==> src/rtl/pc_if.sv <==
// Control-unit to PC-unit bus: next-PC request fields and PC/RAS/exception status.
interface pc_if #(
  parameter int WIDTH     = 32,
  parameter int RAS_DEPTH = 4
);
  localparam int CNT_W = $clog2(RAS_DEPTH + 1);

  logic                    ena;
  logic [2:0]              sel;
  logic signed [WIDTH-1:0] br_off;
  logic [WIDTH-1:0]        target;
  logic                    exc;
  logic                    eret;
  logic [WIDTH-1:0]        pc_out;
  logic [WIDTH-1:0]        epc_out;
  logic                    in_exc;
  logic [CNT_W-1:0]        ras_count;
  logic                    ras_underflow;
  logic                    misalign;

  modport master (
    output ena, sel, br_off, target, exc, eret,
    input  pc_out, epc_out, in_exc, ras_count, ras_underflow, misalign
  );

  modport slave (
    input  ena, sel, br_off, target, exc, eret,
    output pc_out, epc_out, in_exc, ras_count, ras_underflow, misalign
  );
endinterface

==> src/rtl/pc_unit.sv <==
// Fetch PC unit with next-PC select, circular return-address stack and exception/eret.
// Optional misaligned-target trap enabled by defining PC_ALIGN_CHECK_EN.
module pc_unit #(
  parameter int               WIDTH     = 32,
  parameter logic [WIDTH-1:0] RESET_VEC = '0,
  parameter logic [WIDTH-1:0] EXC_VEC   = WIDTH'(4),
  parameter int               STEP      = 4,
  parameter int               RAS_DEPTH = 4
) (
  input  logic clk,
  input  logic rst,
  pc_if.slave  bus
);
  localparam int CNT_W = $clog2(RAS_DEPTH + 1);
  localparam int PTR_W = $clog2(RAS_DEPTH);

  localparam logic [2:0] SEL_BR   = 3'd1;
  localparam logic [2:0] SEL_JMP  = 3'd2;
  localparam logic [2:0] SEL_CALL = 3'd3;
  localparam logic [2:0] SEL_RET  = 3'd4;

  localparam logic [WIDTH-1:0] STEP_V = WIDTH'(STEP);
  localparam logic [CNT_W-1:0] FULL_CNT = CNT_W'(RAS_DEPTH);
  localparam logic [PTR_W-1:0] LAST_PTR = PTR_W'(RAS_DEPTH - 1);

  function automatic logic [WIDTH-1:0] br_dest(input logic [WIDTH-1:0] pc,
                                               input logic signed [WIDTH-1:0] off);
    // Two's-complement add; wrap modulo 2^WIDTH is intentional.
    return pc + $unsigned(off);
  endfunction

  function automatic logic [PTR_W-1:0] ptr_inc(input logic [PTR_W-1:0] p);
    return (p == LAST_PTR) ? '0 : p + PTR_W'(1);
  endfunction

  function automatic logic [PTR_W-1:0] ptr_dec(input logic [PTR_W-1:0] p);
    return (p == '0) ? LAST_PTR : p - PTR_W'(1);
  endfunction

`ifdef PC_ALIGN_CHECK_EN
  function automatic logic misaligned(input logic [WIDTH-1:0] a);
    return (a & (STEP_V - WIDTH'(1))) != '0;
  endfunction
`endif

  logic [WIDTH-1:0] pc_q, pc_d;
  logic [WIDTH-1:0] epc_q, epc_d;
  logic             in_exc_q, in_exc_d;
  logic [CNT_W-1:0] cnt_q;
  logic [PTR_W-1:0] ptr_q;
  logic             uf_q, uf_d;
  logic             push, pop, take_exc;
  logic [WIDTH-1:0] seq_pc, ras_top;
  logic [WIDTH-1:0] ras_mem [RAS_DEPTH];
`ifdef PC_ALIGN_CHECK_EN
  logic             mis_q, mis_d;
`endif

  // ptr_q addresses the next free slot; the newest entry sits just below it.
  assign seq_pc  = pc_q + STEP_V;
  assign ras_top = ras_mem[ptr_dec(ptr_q)];

  always_comb begin
    pc_d     = pc_q;
    epc_d    = epc_q;
    in_exc_d = in_exc_q;
    uf_d     = 1'b0;
    push     = 1'b0;
    pop      = 1'b0;
    take_exc = 1'b0;
`ifdef PC_ALIGN_CHECK_EN
    mis_d    = 1'b0;
`endif
    if (bus.exc) begin
      take_exc = 1'b1;
    end else if (bus.eret && in_exc_q) begin
      pc_d     = epc_q;
      in_exc_d = 1'b0;
    end else if (bus.ena) begin
      case (bus.sel)
        SEL_BR:   pc_d = br_dest(pc_q, bus.br_off);
        SEL_JMP:  pc_d = bus.target;
        SEL_CALL: begin
          pc_d = bus.target;
          push = 1'b1;
        end
        SEL_RET: begin
          if (cnt_q != '0) begin
            pc_d = ras_top;
            pop  = 1'b1;
          end else begin
            pc_d = bus.target;
            uf_d = 1'b1;
          end
        end
        default:  pc_d = seq_pc;
      endcase
`ifdef PC_ALIGN_CHECK_EN
      // A misaligned redirect becomes an exception; a CALL must not leave a stale push.
      if ((bus.sel inside {SEL_BR, SEL_JMP, SEL_CALL, SEL_RET}) && misaligned(pc_d)) begin
        take_exc = 1'b1;
        mis_d    = 1'b1;
        push     = 1'b0;
      end
`endif
    end
    // Nested exceptions re-vector but keep the EPC of the first one.
    if (take_exc) begin
      pc_d     = EXC_VEC;
      in_exc_d = 1'b1;
      if (!in_exc_q) epc_d = pc_q;
    end
  end

  always_ff @(posedge clk or posedge rst) begin
    if (rst) begin
      pc_q     <= RESET_VEC;
      epc_q    <= '0;
      in_exc_q <= 1'b0;
      cnt_q    <= '0;
      ptr_q    <= '0;
      uf_q     <= 1'b0;
`ifdef PC_ALIGN_CHECK_EN
      mis_q    <= 1'b0;
`endif
    end else begin
      pc_q     <= pc_d;
      epc_q    <= epc_d;
      in_exc_q <= in_exc_d;
      uf_q     <= uf_d;
`ifdef PC_ALIGN_CHECK_EN
      mis_q    <= mis_d;
`endif
      if (push) begin
        ptr_q <= ptr_inc(ptr_q);
        if (cnt_q != FULL_CNT) cnt_q <= cnt_q + CNT_W'(1);
      end else if (pop) begin
        ptr_q <= ptr_dec(ptr_q);
        cnt_q <= cnt_q - CNT_W'(1);
      end
    end
  end

  // Stack storage carries no reset; validity is tracked solely by cnt_q.
  always_ff @(posedge clk) begin
    if (push && !rst) ras_mem[ptr_q] <= seq_pc;
  end

  assign bus.pc_out        = pc_q;
  assign bus.epc_out       = epc_q;
  assign bus.in_exc        = in_exc_q;
  assign bus.ras_count     = cnt_q;
  assign bus.ras_underflow = uf_q;
`ifdef PC_ALIGN_CHECK_EN
  assign bus.misalign      = mis_q;
`else
  assign bus.misalign      = 1'b0;
`endif

endmodule
==> src/flat_wrapper.sv <==
// flat-port wrapper written by rule: the top's interface ports become plain ports
module pc_unit_flat 
#(
  parameter int               WIDTH     = 32,
  parameter logic [WIDTH-1:0] RESET_VEC = '0,
  parameter logic [WIDTH-1:0] EXC_VEC   = WIDTH'(4),
  parameter int               STEP      = 4,
  parameter int               RAS_DEPTH = 4
)
  (clk, rst, bus_ena, bus_sel, bus_br_off, bus_target, bus_exc, bus_eret, bus_pc_out, bus_epc_out, bus_in_exc, bus_ras_count, bus_ras_underflow, bus_misalign);
  pc_if #(.WIDTH(WIDTH), .RAS_DEPTH(RAS_DEPTH)) bus_i ();
  input  logic clk;
  input  logic rst;
  input wire logic [$bits(bus_i.ena)-1:0] bus_ena;
  input wire logic [$bits(bus_i.sel)-1:0] bus_sel;
  input wire logic [$bits(bus_i.br_off)-1:0] bus_br_off;
  input wire logic [$bits(bus_i.target)-1:0] bus_target;
  input wire logic [$bits(bus_i.exc)-1:0] bus_exc;
  input wire logic [$bits(bus_i.eret)-1:0] bus_eret;
  output wire logic [$bits(bus_i.pc_out)-1:0] bus_pc_out;
  output wire logic [$bits(bus_i.epc_out)-1:0] bus_epc_out;
  output wire logic [$bits(bus_i.in_exc)-1:0] bus_in_exc;
  output wire logic [$bits(bus_i.ras_count)-1:0] bus_ras_count;
  output wire logic [$bits(bus_i.ras_underflow)-1:0] bus_ras_underflow;
  output wire logic [$bits(bus_i.misalign)-1:0] bus_misalign;
  assign bus_i.ena = bus_ena;
  assign bus_i.sel = bus_sel;
  assign bus_i.br_off = bus_br_off;
  assign bus_i.target = bus_target;
  assign bus_i.exc = bus_exc;
  assign bus_i.eret = bus_eret;
  assign bus_pc_out = bus_i.pc_out;
  assign bus_epc_out = bus_i.epc_out;
  assign bus_in_exc = bus_i.in_exc;
  assign bus_ras_count = bus_i.ras_count;
  assign bus_ras_underflow = bus_i.ras_underflow;
  assign bus_misalign = bus_i.misalign;
  pc_unit #(.WIDTH(WIDTH), .RESET_VEC(RESET_VEC), .EXC_VEC(EXC_VEC), .STEP(STEP), .RAS_DEPTH(RAS_DEPTH)) u_core (.clk(clk), .rst(rst), .bus(bus_i));
endmodule
==> config.mk <==
export PLATFORM = sky130hd
export DESIGN_NAME = pc_unit_flat
export DESIGN_NICKNAME = d
export VERILOG_FILES = /design/src/rtl/pc_if.sv /design/src/rtl/pc_unit.sv /design/src/flat_wrapper.sv
export SDC_FILE = /design/constraint.sdc
export NUM_CORES = 1
export LEC_CHECK = 0
export ABC_CLOCK_PERIOD_IN_PS = 3000
export CAP_MARGIN = 0
export CORE_ASPECT_RATIO = 1.75
export CORE_MARGIN = 2
export CORE_UTILIZATION = 52
export CTS_BUF_LIST = sky130_fd_sc_hd__clkbuf_8
export DETAILED_ROUTE_END_ITERATION = 8
export PLACE_DENSITY_LB_ADDON = 0.08
export SLEW_MARGIN = 10
export SYNTH_ARGS = -nofsm -noshare
export SYNTH_HDL_FRONTEND = slang
export SYNTH_SLANG_ARGS = --single-unit
==> constraint.sdc <==
create_clock -name clk -period 3 [get_ports clk]
set_input_delay 0.45 -clock clk [delete_from_list [all_inputs] [get_ports clk]]
set_output_delay 0.45 -clock clk [all_outputs]
set_load 0.005 [all_outputs]
Word-level counts from Yosys, hierarchy flattened
Memories as Yosys holds them, arrays and structs flattened.
Index checks and enable logic that the tools add are counted.
W data, S select, Z words.
Operators by class
  $add $sub $neg: 6
  equality and inequality tests: 8
  multiplexer cells: 33
  bitwise gates (word level): 1
  reduce and logical (&&, ||, !) cells: 13
Operators by type and width (number)
  $mux W32: 5
  $pmux W32 S3: 1
  $add A32 B3 Y32 const B: 1
  $add A32 B32 Y32: 1
  $mux W1: 20
  $mux W3: 3
  $mux W2: 4
  $reduce_and A2 Y1: 4
  $eq A3 B2 Y1 const B: 2
  $reduce_bool A3 Y1: 2
  $reduce_bool A2 Y1: 2
  $add A3 B1 Y3 const B: 1
  $eq A3 B1 Y1 const B: 1
  $eq A3 B3 Y1 const B: 1
  $ne A3 B3 Y1 const B: 1
  $sub A3 B1 Y3 const B: 1
  $add A2 B1 Y2 const B: 1
  $eq A2 B2 Y1 const B: 1
  $logic_and A1 B1 Y1: 2
  $logic_not A2 Y1: 1
  $ne A2 B1 Y1 const B: 1
  $ne A2 B2 Y1 const B: 1
  $reduce_or A2 Y1: 1
  $sub A2 B1 Y2 const B: 1
  other kinds (2): 2
Word-level totals
  register bits: 71
  memory bits (writable): 128
  logic and storage cells: 68
  memories: 1
Memories
  u_core.ras_mem: depth 4, bits a word 32, read ports 1, clocked after Yosys merged registers in 0, wr ports 1, line pc_unit.sv:54  | logic [WIDTH-1:0] ras_mem [RAS_DEPTH];

Logic depth before layout (Yosys ltp)
Gate-level depths: netlist (run 1).
An unclocked memory read counts as a cell.
  depth after elaboration: 9
  mapped depth: 12

Worst setup path after synthesis (run 1)
Ideal clock, no wire load.
  kind: reg-to-reg
  start point: register u_core.ptr_q[0]
  end point: register u_core.pc_q[3], in the netlist u_core.bus.pc_out[3]
  setup time: 0.122 ns
  arrival time: 2.670 ns
  slack: 0.208 ns
  stages on the path, launching flop included: 9
  path through: dfrtp_1 -> inv_1 -> ha_1 -> clkbuf_1 -> buf_1 -> mux4_2 -> a221oi_1 -> o21ai_0 -> a32o_1
Between the ends
  word-level cells in the longest chain between the ends: 9
RTL lines
  start: declaration: line pc_unit.sv:50  | logic [PTR_W-1:0] ptr_q;
  start signal: assignment: line pc_unit.sv:135  | ptr_q <= ptr_inc(ptr_q);
  start signal: assignment: line pc_unit.sv:138  | ptr_q <= ptr_dec(ptr_q);
  $sub A2 B1 Y2 or $logic_not A2 Y1 (tied branches): line pc_unit.sv:37  | return (p == '0) ? LAST_PTR : p - PTR_W'(1);
  $mux W2 *: line pc_unit.sv:37
  $mem_v2 Z4 W32 *
  $mux W32 *: line pc_unit.sv:88  | if (cnt_q != '0) begin
  $pmux W32 S3 *: line pc_unit.sv:80  | case (bus.sel)
  $mux W32 *: line pc_unit.sv:79  | end else if (bus.ena) begin
  $mux W32 *: line pc_unit.sv:76  | end else if (bus.eret && in_exc_q) begin
  $mux W32 *: line pc_unit.sv:74  | if (bus.exc) begin
  $mux W32 *: line pc_unit.sv:108  | if (take_exc) begin
  end signal: assignment: line pc_unit.sv:127  | pc_q <= pc_d;
  end: declaration: line pc_unit.sv:46  | logic [WIDTH-1:0] pc_q, pc_d;
Mark *: on every way between the ends. The rest lies on a longest branch, timed or not. The select of a mux whose other input is x is not followed.
A chain may end at the register's enable or synchronous reset.

Worst setup path in the final report (run 1)
  start point: register u_core.pc_q[2], in the netlist u_core.bus.pc_out[2]
  end point: register u_core.pc_q[24], in the netlist u_core.bus.pc_out[24]
Between the ends
  word-level cells in the longest chain between the ends: 6
RTL lines (line)
  $add A32 B3 Y32 or $add A32 B32 Y32 (tied branches): pc_unit.sv:60, pc_unit.sv:29
  $pmux W32 S3 *: pc_unit.sv:80
  $mux W32 *: pc_unit.sv:79
  $mux W32 *: pc_unit.sv:76
  $mux W32 *: pc_unit.sv:74
  $mux W32 *: pc_unit.sv:108
Marks and branches as above.

==> results.toml, run 1 <==
[run_status]
status = "completed"

[sta]
fin_crit_sh = 0.955
slew_headroom = 0.297
finalHoldViolCount = 0
max_freq_mhz = 349
finClkSkew_ps = 14.8
worst_slew_pin_slew_ps = 1050
finalMaxSlewViolations = 0
setup_violations = 0
setup_tns_ps = 0
post-route-min-period_ps = 2860
rsz0062_at_grt = "false"
fin_ws_ps = 136

[grt]
overflow = 0
grt_pass1_vias = 8543
grt_max_degree = 33
antenna_found_initial = 0
grt_pass1_wl_mm = 48.0
grt_usage = 0.294

[clocking]
cts_buffer_depth = 2
cts_buffers = 17
htree_num_levels = 4
clkLatencyLatePin_ps = 490
hold_buffers = 0
path_clk_slew_ps = 100
tritoncts = "done"
clockRootBuffer = "clkbuf_8"
clock_sinks = 199

[placement]
place_ws_ps = -391
dp.cells = 1316
dp_hpwl_mm = 22.6
place_area_sq_mm = 0.0130
port-buffer-count = 140
place_congestion = 0.955

[yosys]
netlist_area_sq_mm = 0.0107
synth.distinct_cells = 72
yosys_warnings = 0
syn_inst = 883
synth-edff-count = 128
synth_seq_area_share = 0.527
synthArstFlopShare = 0.357
synth.avg_cell_area_sq_um = 12.1
yosys_most_used_dff = "edfxtp_1"
ys_seq_elements = 199
synth.net_count = 993

[worst_setup_path]
critPathMaxStageDelay_ps = 450
worst-r2r-cell-count = 11
crit_buf_inv = 1
reg2reg_from = "u_core.bus.pc_out[2]"
crit_path_end_kind = "flip-flop"
rrSetupSlack_ps = 140
path_delay_family = "compound AO/OA/AOI/OAI gates"
r2r-end = "u_core.bus.pc_out[24]"
critPathMaxFanout = 4
cp_cell_sequence = "ha_1 -> nor2b_2 -> o211ai_1 -> a21oi_2 -> buf_4 -> o2111ai_1 -> a31o_1 -> a21oi_1 -> or3_1 -> a31oi_1 -> o21ai_1"
startpoint_type = "flip-flop"
worstPathRequired_ps = 3380
arrival_ps = 3250
slowest_stage = "dfrtp_1"
criticalPathCategory = "reg -> reg"

[cells_and_area]
drive_gt1_frac = 0.194
diodes = 0
layout.cells.non_filler = 1348
design_area_sq_mm = 0.0134
fill_cells = 1624
finish.net_count = 1197
syn2layout_area_growth_pct = 25.4

[floorplan]
ioPinCount = 142
die_width_um = 112
coreArea_sq_mm = 0.0202
die_area_sq_mm = 0.0217
fp-row-count = 69
fp.dieH_um = 194
start_util = 0.528

[power]
power_w = 0.00834
p_leak_nw = 5.27
ir_drop_mv = 0.881
powerDensity_mw_per_mm2 = 623

[detailed_routing]
drt-vias-per-instance = 6.21
dr.pass1.iters = 5
ant_nets = 0
drc = 0
num_vias = 8368
wl_mm = 31.8
wl_per_cell_um = 23.6
drtIter0Drc = 504

[run]
cap_violations = 0

[min_path]
hp-class = "in -> async"
## placed cells by master (no fill, tap or decap), types with 5 or more instances in the layout
cell type        netlist  routed
nor3_1                10       9
a31oi_1                9       9
nand4_1               14      14
clkinvlp_4             0       5
or3_1                  8       8
xor2_1                12      12
ha_1                  36      35
buf_12                 0       7
o21ai_1               14      13
nand2b_1               8       8
a211oi_1               7       7
a21o_1                23      23
o21ai_0               43      43
clkdlybuf4s50_1        0     140
inv_1                 23      26
a221o_1               20      20
and2_1                 6       6
nor2_1                49      47
mux2_2                32      32
o221ai_1              16      16
o31ai_1                6       6
dfrtp_1               71      71
xnor2_1               38      38
buf_4                  3      90
and3_1                12      12
mux4_2                32      32
nand2_1               69      69
nand3_1               18      18
edfxtp_1             128     128
clkbuf_8               0      17
a221oi_1              10      10
a21oi_1               47      45
## kinds of logic after synthesis
family | count (synthesis) | share of synthesized area
AND/OR/NAND/NOR | 216 | 0.0998
adder cells (fa/ha/maj) | 38 | 0.0460
XOR/XNOR | 52 | 0.0441
multiplexers | 65 | 0.102
other | 1 | 0.000351
buffers and inverters | 76 | 0.0283
AO/OA/AOI/OAI | 236 | 0.153
flip-flops | 199 | 0.527
## layout make-up
class                   count  area (sq um)  area share
clock inverters            15           118     0.00879
well taps                 248           310      0.0232
flip-flops and latches    199          5620       0.420
multi-input cells         608          4790       0.358
clock buffers              17           234      0.0175
inverters                  24          91.3     0.00682
repair buffers            237          2220       0.166
## metrics by stage
| step | utilization | hold WS, ps |
|---|---|---|
| finish | 0.663 | 422 |
| global route | 0.663 | 436 |
| CTS | 0.662 | 422 |
| detailed placement | 0.644 | 523 |
| global placement | 0.644 | 516 |
| floorplan | - | 514 |
## power breakdown
group	internal [W]	switching [W]	leakage, nW
Sequential	0.00316	0.000215	2.10
Combinational	0.00177	0.00162	3.00
Clock	0.000644	0.000937	0.177
Total	0.00557	0.00277	5.27
## timing repair
item                                    in CTS  in global routing
endpoints found under the setup margin       0                  8
buffers inserted                             0                  0
gates resized for setup                      0                  5
## layer usage
metal  share of wire  global-route usage  vias to the layer above
met4           0.040               0.132                        0
met3           0.055              0.0501                       72
li1                -                   -                     3813
met1            0.38               0.348                     4136
met2            0.53               0.521                      347
met5               0                   0                        -
## synth_stat cells (all sizes together), types with 3 or more instances
master   number  area (sq um)
a21boi        3          22.5
o31ai         6          45.0
and2          6          37.5
mux4         32           721
xnor2        39           349
nand2        69           259
a21o         23           173
o221ai       16           140
a22o          3          26.3
clkbuf       40           150
nand4        14          87.6
o2111ai       3          26.3
edfxtp      128          3840
xor2         13           121
and3         12          75.1
inv          23          86.3
o211ai        3          22.5
or3           8          50.1
o21bai        4          30.0
nor2b         5          31.3
ha           36           450
a31oi         9          56.3
nor4          3          18.8
nor2         52           208
a221o        20           200
buf          12          61.3
o21ai        57           285
a21oi        47           235
a222oi        4          40.0
nand2b        8          50.1
nor3         12          70.1
nand3        20           110
a211oi        8          65.1
a221oi       10          87.6
dfrtp        71          1780
mux2         32           360
## state kept, by name (all words and copies together), names as in the netlist
signal and flops:
u_core.ras_mem 128, u_core.bus.epc_out 32, u_core.bus.pc_out 32, u_core.bus.ras_count 3, u_core.ptr_q 2, u_core.bus.in_exc 1
u_core.bus.ras_underflow 1
## how the worst max path moves through the flow
stage	startpoint	to	slack, ps	cells after the start
finish	u_core.bus.pc_out[2]	u_core.bus.pc_out[24]	140	11
global route	u_core.bus.pc_out[0]	u_core.bus.pc_out[18]	7	13
CTS	u_core.bus.pc_out[1]	u_core.bus.pc_out[23]	30	12
detailed placement	bus_br_off[0]	u_core.bus.pc_out[18]	-390	14
global placement	bus_br_off[1]	u_core.bus.pc_out[23]	-400	13
floorplan	u_core.ptr_q[0]	u_core.bus.pc_out[3]	210	8
(Power assumes the default switching activity.)
==> run 2: changes to the inputs <==
==> constraint.sdc (replaced) <==
create_clock -name clk -period 3 [get_ports clk]
set_input_delay 0.6 -clock clk [delete_from_list [all_inputs] [get_ports clk]]
set_output_delay 0.6 -clock clk [all_outputs]
set_load 0.005 [all_outputs]
==> run 2 against run 1 <==
Net effect: clock skew grew 2.4 ps; final area grew 1.5%; routed wire length grew 0.68%; non-clock buffer count grew 22; count of clock-buffer cells in the layout grew 1; final cell count grew 1.6%; core utilization grew 1.0 points; worst hold slack gained 120 ps; register-to-register slack lost 50 ps; die area is the same.
==> results.toml, run 2 (same netlist as run 1, synthesis figures left out) <==
[clocking]
cts_buffers = 17
hold_buffers = 0
cts_buffer_depth = 2
clock_sinks = 199
tritoncts = "done"
htree_num_levels = 4
clockRootBuffer = "clkbuf_8"
clkLatencyLatePin_ps = 480
path_clk_slew_ps = 110

[power]
powerDensity_mw_per_mm2 = 623
ir_drop_mv = 0.649
p_leak_nw = 5.41

[sta]
finClkSkew_ps = 17.1
finalMaxSlewViolations = 0
rsz0062_at_grt = "true"
slew_headroom = 0.476
max_freq_mhz = 343
finalHoldViolCount = 0
worst_slew_pin_slew_ps = 785
fin_ws_ps = 82.1
fin_crit_sh = 0.973
post-route-min-period_ps = 2920
setup_tns_ps = 0
setup_violations = 0

[cells_and_area]
design_area_sq_mm = 0.0136
drive_gt1_frac = 0.222
final_common_cell = "clkdlybuf4s50_1"
syn2layout_area_growth_pct = 27.3
final_cell_mix = "clkdlybuf4s50_1, edfxtp_1, buf_4, dfrtp_1, nand2_1"
diodes = 0
finish.net_count = 1219
top_register = "u_core.ras_mem"
largest_reg_flops = 128

[placement]
port-buffer-count = 140
dp_hpwl_mm = 22.9
place_ws_ps = -543
place_congestion = 0.969
place_area_sq_mm = 0.0131

[worst_setup_path]
startpoint_type = "flip-flop"
worstPathRequired_ps = 3360
arrival_ps = 3270
r2r-end = "u_core.bus.pc_out[30]"
worst-r2r-cell-count = 11
crit_path_end_kind = "flip-flop"
reg2reg_from = "u_core.bus.pc_out[2]"
rrSetupSlack_ps = 80
critPathMaxFanout = 6
criticalPathCategory = "reg -> reg"

[floorplan]
die_width_um = 112
start_util = 0.528
die_area_sq_mm = 0.0217
coreArea_sq_mm = 0.0202
fp.dieH_um = 194
fp-row-count = 69
ioPinCount = 142

[grt]
grt_usage = 0.296
overflow = 0
grt_pass1_wl_mm = 48.6
grt_max_degree = 40
antenna_found_initial = 0
grt_pass1_vias = 8644

[detailed_routing]
wl_per_cell_um = 23.4
num_vias = 8509
drtIter0Drc = 628
wl_mm = 32.1
dr.pass1.iters = 5
drt-vias-per-instance = 6.21
ant_nets = 0
drc = 0

[run]
cap_violations = 0

[min_path]
hp-class = "reg -> reg"
min_from = "u_core.bus.epc_out[1]"
hold_depth = 1
holdPathEnd = "u_core.bus.epc_out[1]"

[run_status]
status = "completed"
run 2: cell types whose count changed in the layout (fill, tap and decap cells not counted), sizes merged:
cell / change
dlymetal6s2s: +1
clkinvlp: -5
clkinv: +2
clkdlybuf4s50: -1
clkbuf: +1
bufinv: -1
buf: +22
inv: +3
run 2: how the worst max path moves through the flow:
stage | start | endpoint | slack [ps]
floorplan | u_core.ptr_q[0] | u_core.bus.pc_out[3] | 210
global placement | bus_br_off[0] | u_core.bus.pc_out[18] | -510
detailed placement | bus_br_off[0] | u_core.bus.pc_out[18] | -540
CTS | bus_br_off[0] | u_core.bus.pc_out[18] | 10
global route | u_core.bus.pc_out[0] | u_core.bus.pc_out[18] | -40
finish | u_core.bus.pc_out[2] | u_core.bus.pc_out[30] | 80
run 2: cell type report:
class / count / area [sq um]
clock inverters: 14 / 118
repair buffers: 259 / 2360
multi-input cells: 608 / 4840
fillers: 1582 / 6610
well taps: 248 / 310
flip-flops and latches: 199 / 5620
clock buffers: 18 / 248
inverters: 24 / 91.3
run 2: where the power goes:
part / leakage, nW / internal [W] / switching (W) / total (W)
Combinational: 3.11 / 0.00182 / 0.00163 / 0.00345
Sequential: 2.10 / 0.00316 / 0.000208 / 0.00337
Clock: 0.197 / 0.000625 / 0.00103 / 0.00165
Total: 5.41 / 0.00560 / 0.00286 / 0.00846
run 2: per-layer routing:
| metal | vias to the layer above | part of all wire | global-route usage |
|---|---|---|---|
| met1 | 4220 | 0.38 | 0.356 |
| li1 | 3874 | - | - |
| met5 | - | 0 | 0 |
| met3 | 61 | 0.049 | 0.0348 |
| met2 | 354 | 0.54 | 0.529 |
| met4 | 0 | 0.035 | 0.130 |
run 2: what timing repair did:
action | in CTS | in global routing
setup endpoints to repair | 1 | 14
gates cloned | 0 | 0
pin swaps | 1 | 13
buffers inserted | 0 | 4
resized for setup | 1 | 15
run 2: critical path: stages (launching register included):
cell and delay (ps):
dfrtp_1 420, buf_4 190, ha_1 260, nand2_1 100, or2_1 240, nor3_2 240
and3_1 340, nand4_1 190, xnor2_2 220, o221ai_1 250, a2bb2oi_1 230, o31ai_1 110
run 2: through the flow:
step | total power [W] | utilization | hold slack (ps) | instances
2_1_floorplan | 0.00545 | - | 514 | 883
3_3_place_gp | 0.00680 | 0.650 | 520 | 1334
5_1_grt | 0.00889 | 0.673 | 564 | 1370
4_1_cts | 0.00847 | 0.668 | 551 | 1366
6_report | 0.00846 | 0.673 | 545 | 1370
3_5_place_dp | 0.00684 | 0.650 | 525 | 1334
==> run 3: changes to the inputs <==
Settings changed: TNS_END_PERCENT from default to 20.
==> run 3 against run 2 <==
Net effect: sequential power barely moved; power shrank 0.12%; critical path depth grew 2; first-iteration DRC count is 5.7% higher; register-to-register slack improved by 20 ps; worst setup slack got worse by 2.4 ps; maximum frequency about the same; clock skew shrank 1.5 ps; critical endpoint is now u_core.bus.pc_out[18]; largest cell class unchanged.
==> results.toml, run 3 (same netlist as run 1, synthesis figures left out) <==
[floorplan]
coreArea_sq_mm = 0.0202
ioPinCount = 142
fp.dieH_um = 194
die_width_um = 112
die_area_sq_mm = 0.0217
fp-row-count = 69
start_util = 0.528

[clocking]
path_clk_slew_ps = 110
cts_buffers = 17
clockRootBuffer = "clkbuf_8"
clkLatencyLatePin_ps = 480
clock_sinks = 199
cts_buffer_depth = 2
htree_num_levels = 4
hold_buffers = 0
tritoncts = "done"

[cells_and_area]
finish.net_count = 1218
design_area_sq_mm = 0.0136
drive_gt1_frac = 0.221
final_cell_mix = "clkdlybuf4s50_1, edfxtp_1, buf_4, dfrtp_1, nand2_1"
final_common_cell = "clkdlybuf4s50_1"
diodes = 0
syn2layout_area_growth_pct = 27.3
finish.utilization = 0.672
largest_reg_flops = 128
top_register = "u_core.ras_mem"
fill_cells = 1583

[detailed_routing]
drt-vias-per-instance = 6.18
top_layer = "met4"
drtIter0Drc = 664
wl_mm = 32.0
wl_met1_mm = 12.1
met2_length_mm = 17.4
num_vias = 8462
wl_per_cell_um = 23.4
ant_nets = 0
dr.pass1.iters = 4
wl_met3_mm = 1.45
drc = 0

[grt]
grt_usage = 0.296
grt_max_degree = 40
antenna_found_initial = 0
overflow = 0
grt_pass1_wl_mm = 48.6
grt_pass1_vias = 8644

[worst_setup_path]
startpoint_type = "primary input"
worstPathRequired_ps = 3410
critPathMaxFanout = 3
arrival_ps = 3330
crit_path_end_kind = "flip-flop"
criticalPathCategory = "in -> reg"

[power]
ir_drop_mv = 0.643
p_leak_nw = 5.40
powerDensity_mw_per_mm2 = 623

[sta]
setup_violations = 0
setup_tns_ps = 0
finalHoldViolCount = 0
slew_headroom = 0.477
worst_slew_pin_slew_ps = 784
rsz0062_at_grt = "true"
post-route-min-period_ps = 2920
fin_ws_ps = 79.6
max_freq_mhz = 342
finalMaxSlewViolations = 0
finClkSkew_ps = 15.6
fin_crit_sh = 0.973

[run]
cap_violations = 0

[placement]
dp_hpwl_mm = 22.9
place_area_sq_mm = 0.0131
port-buffer-count = 140
place_ws_ps = -543
place_congestion = 0.969

[min_path]
hp-class = "reg -> reg"

[run_status]
status = "completed"
-- run 3: changes by cell type in the layout (fill, tap and decap cells not counted), sizes merged --
| cell | delta |
|---|---|
| buf | -1 |
-- run 3: area by class of cell --
| type | instances | area [sq um] | area share |
|---|---|---|---|
| sequential | 199 | 5620 | 0.414 |
| multi-input combinational | 608 | 4840 | 0.357 |
| timing repair buffer | 258 | 2350 | 0.173 |
| tap | 248 | 310 | 0.0228 |
| clock buffer | 18 | 248 | 0.0182 |
| clock inverter | 14 | 118 | 0.00866 |
| inverter | 24 | 91.3 | 0.00672 |
-- run 3: per-stage QoR --
step	std cells	hold WS, ps	total power, W
2_1_floorplan	883	514	0.00545
3_3_place_gp	1334	520	0.00680
3_5_place_dp	1334	525	0.00684
4_1_cts	1366	551	0.00847
5_1_grt	1369	564	0.00889
6_report	1369	546	0.00845
-- run 3: worst paths after layout --
path | cells after the start | endpoint | slack (ps) | start
worst max-delay path | 13 | u_core.bus.pc_out[18] | 80 | bus_br_off[1]
worst min-delay path | 1 | u_core.bus.epc_out[1] | 550 | u_core.bus.epc_out[1]
worst max register to register | 11 | u_core.bus.pc_out[30] | 100 | u_core.bus.pc_out[2]
worst min register to register | 1 | u_core.bus.epc_out[1] | 550 | u_core.bus.epc_out[1]
max in group asynchronous | 3 | u_core.bus.epc_out[8] | 1900 | rst
min in group asynchronous | 3 | u_core.bus.ras_count[1] | 630 | rst
-- run 3: critical path: stages --
cell             delay [ps]
clkdlybuf4s50_1         490
inv_1                    70
fa_2                    360
nor2b_2                 140
o211ai_1                140
a21oi_2                 210
buf_4                   150
o21ai_2                  50
or3_1                   350
a211o_1                 320
a21o_1                  180
o21bai_1                140
o2bb2ai_1               120
-- run 3: what timing repair did --
item,in CTS,in global routing
setup endpoints to repair,1,14
resized for setup,1,15
buffers inserted,0,3
pin swaps,1,14
-- run 3: power by group --
group	switching [W]	internal, W	total [W]
Combinational	0.00162	0.00182	0.00344
Clock	0.00103	0.000625	0.00165
Sequential	0.000208	0.00316	0.00337
Total	0.00285	0.00560	0.00845
-- run 3: per-layer routing --
metal | vias to the layer above | track usage
li1 | 3867 | -
met1 | 4212 | 0.356
met2 | 319 | 0.529
met3 | 64 | 0.0348
met4 | 0 | 0.130
met5 | - | 0
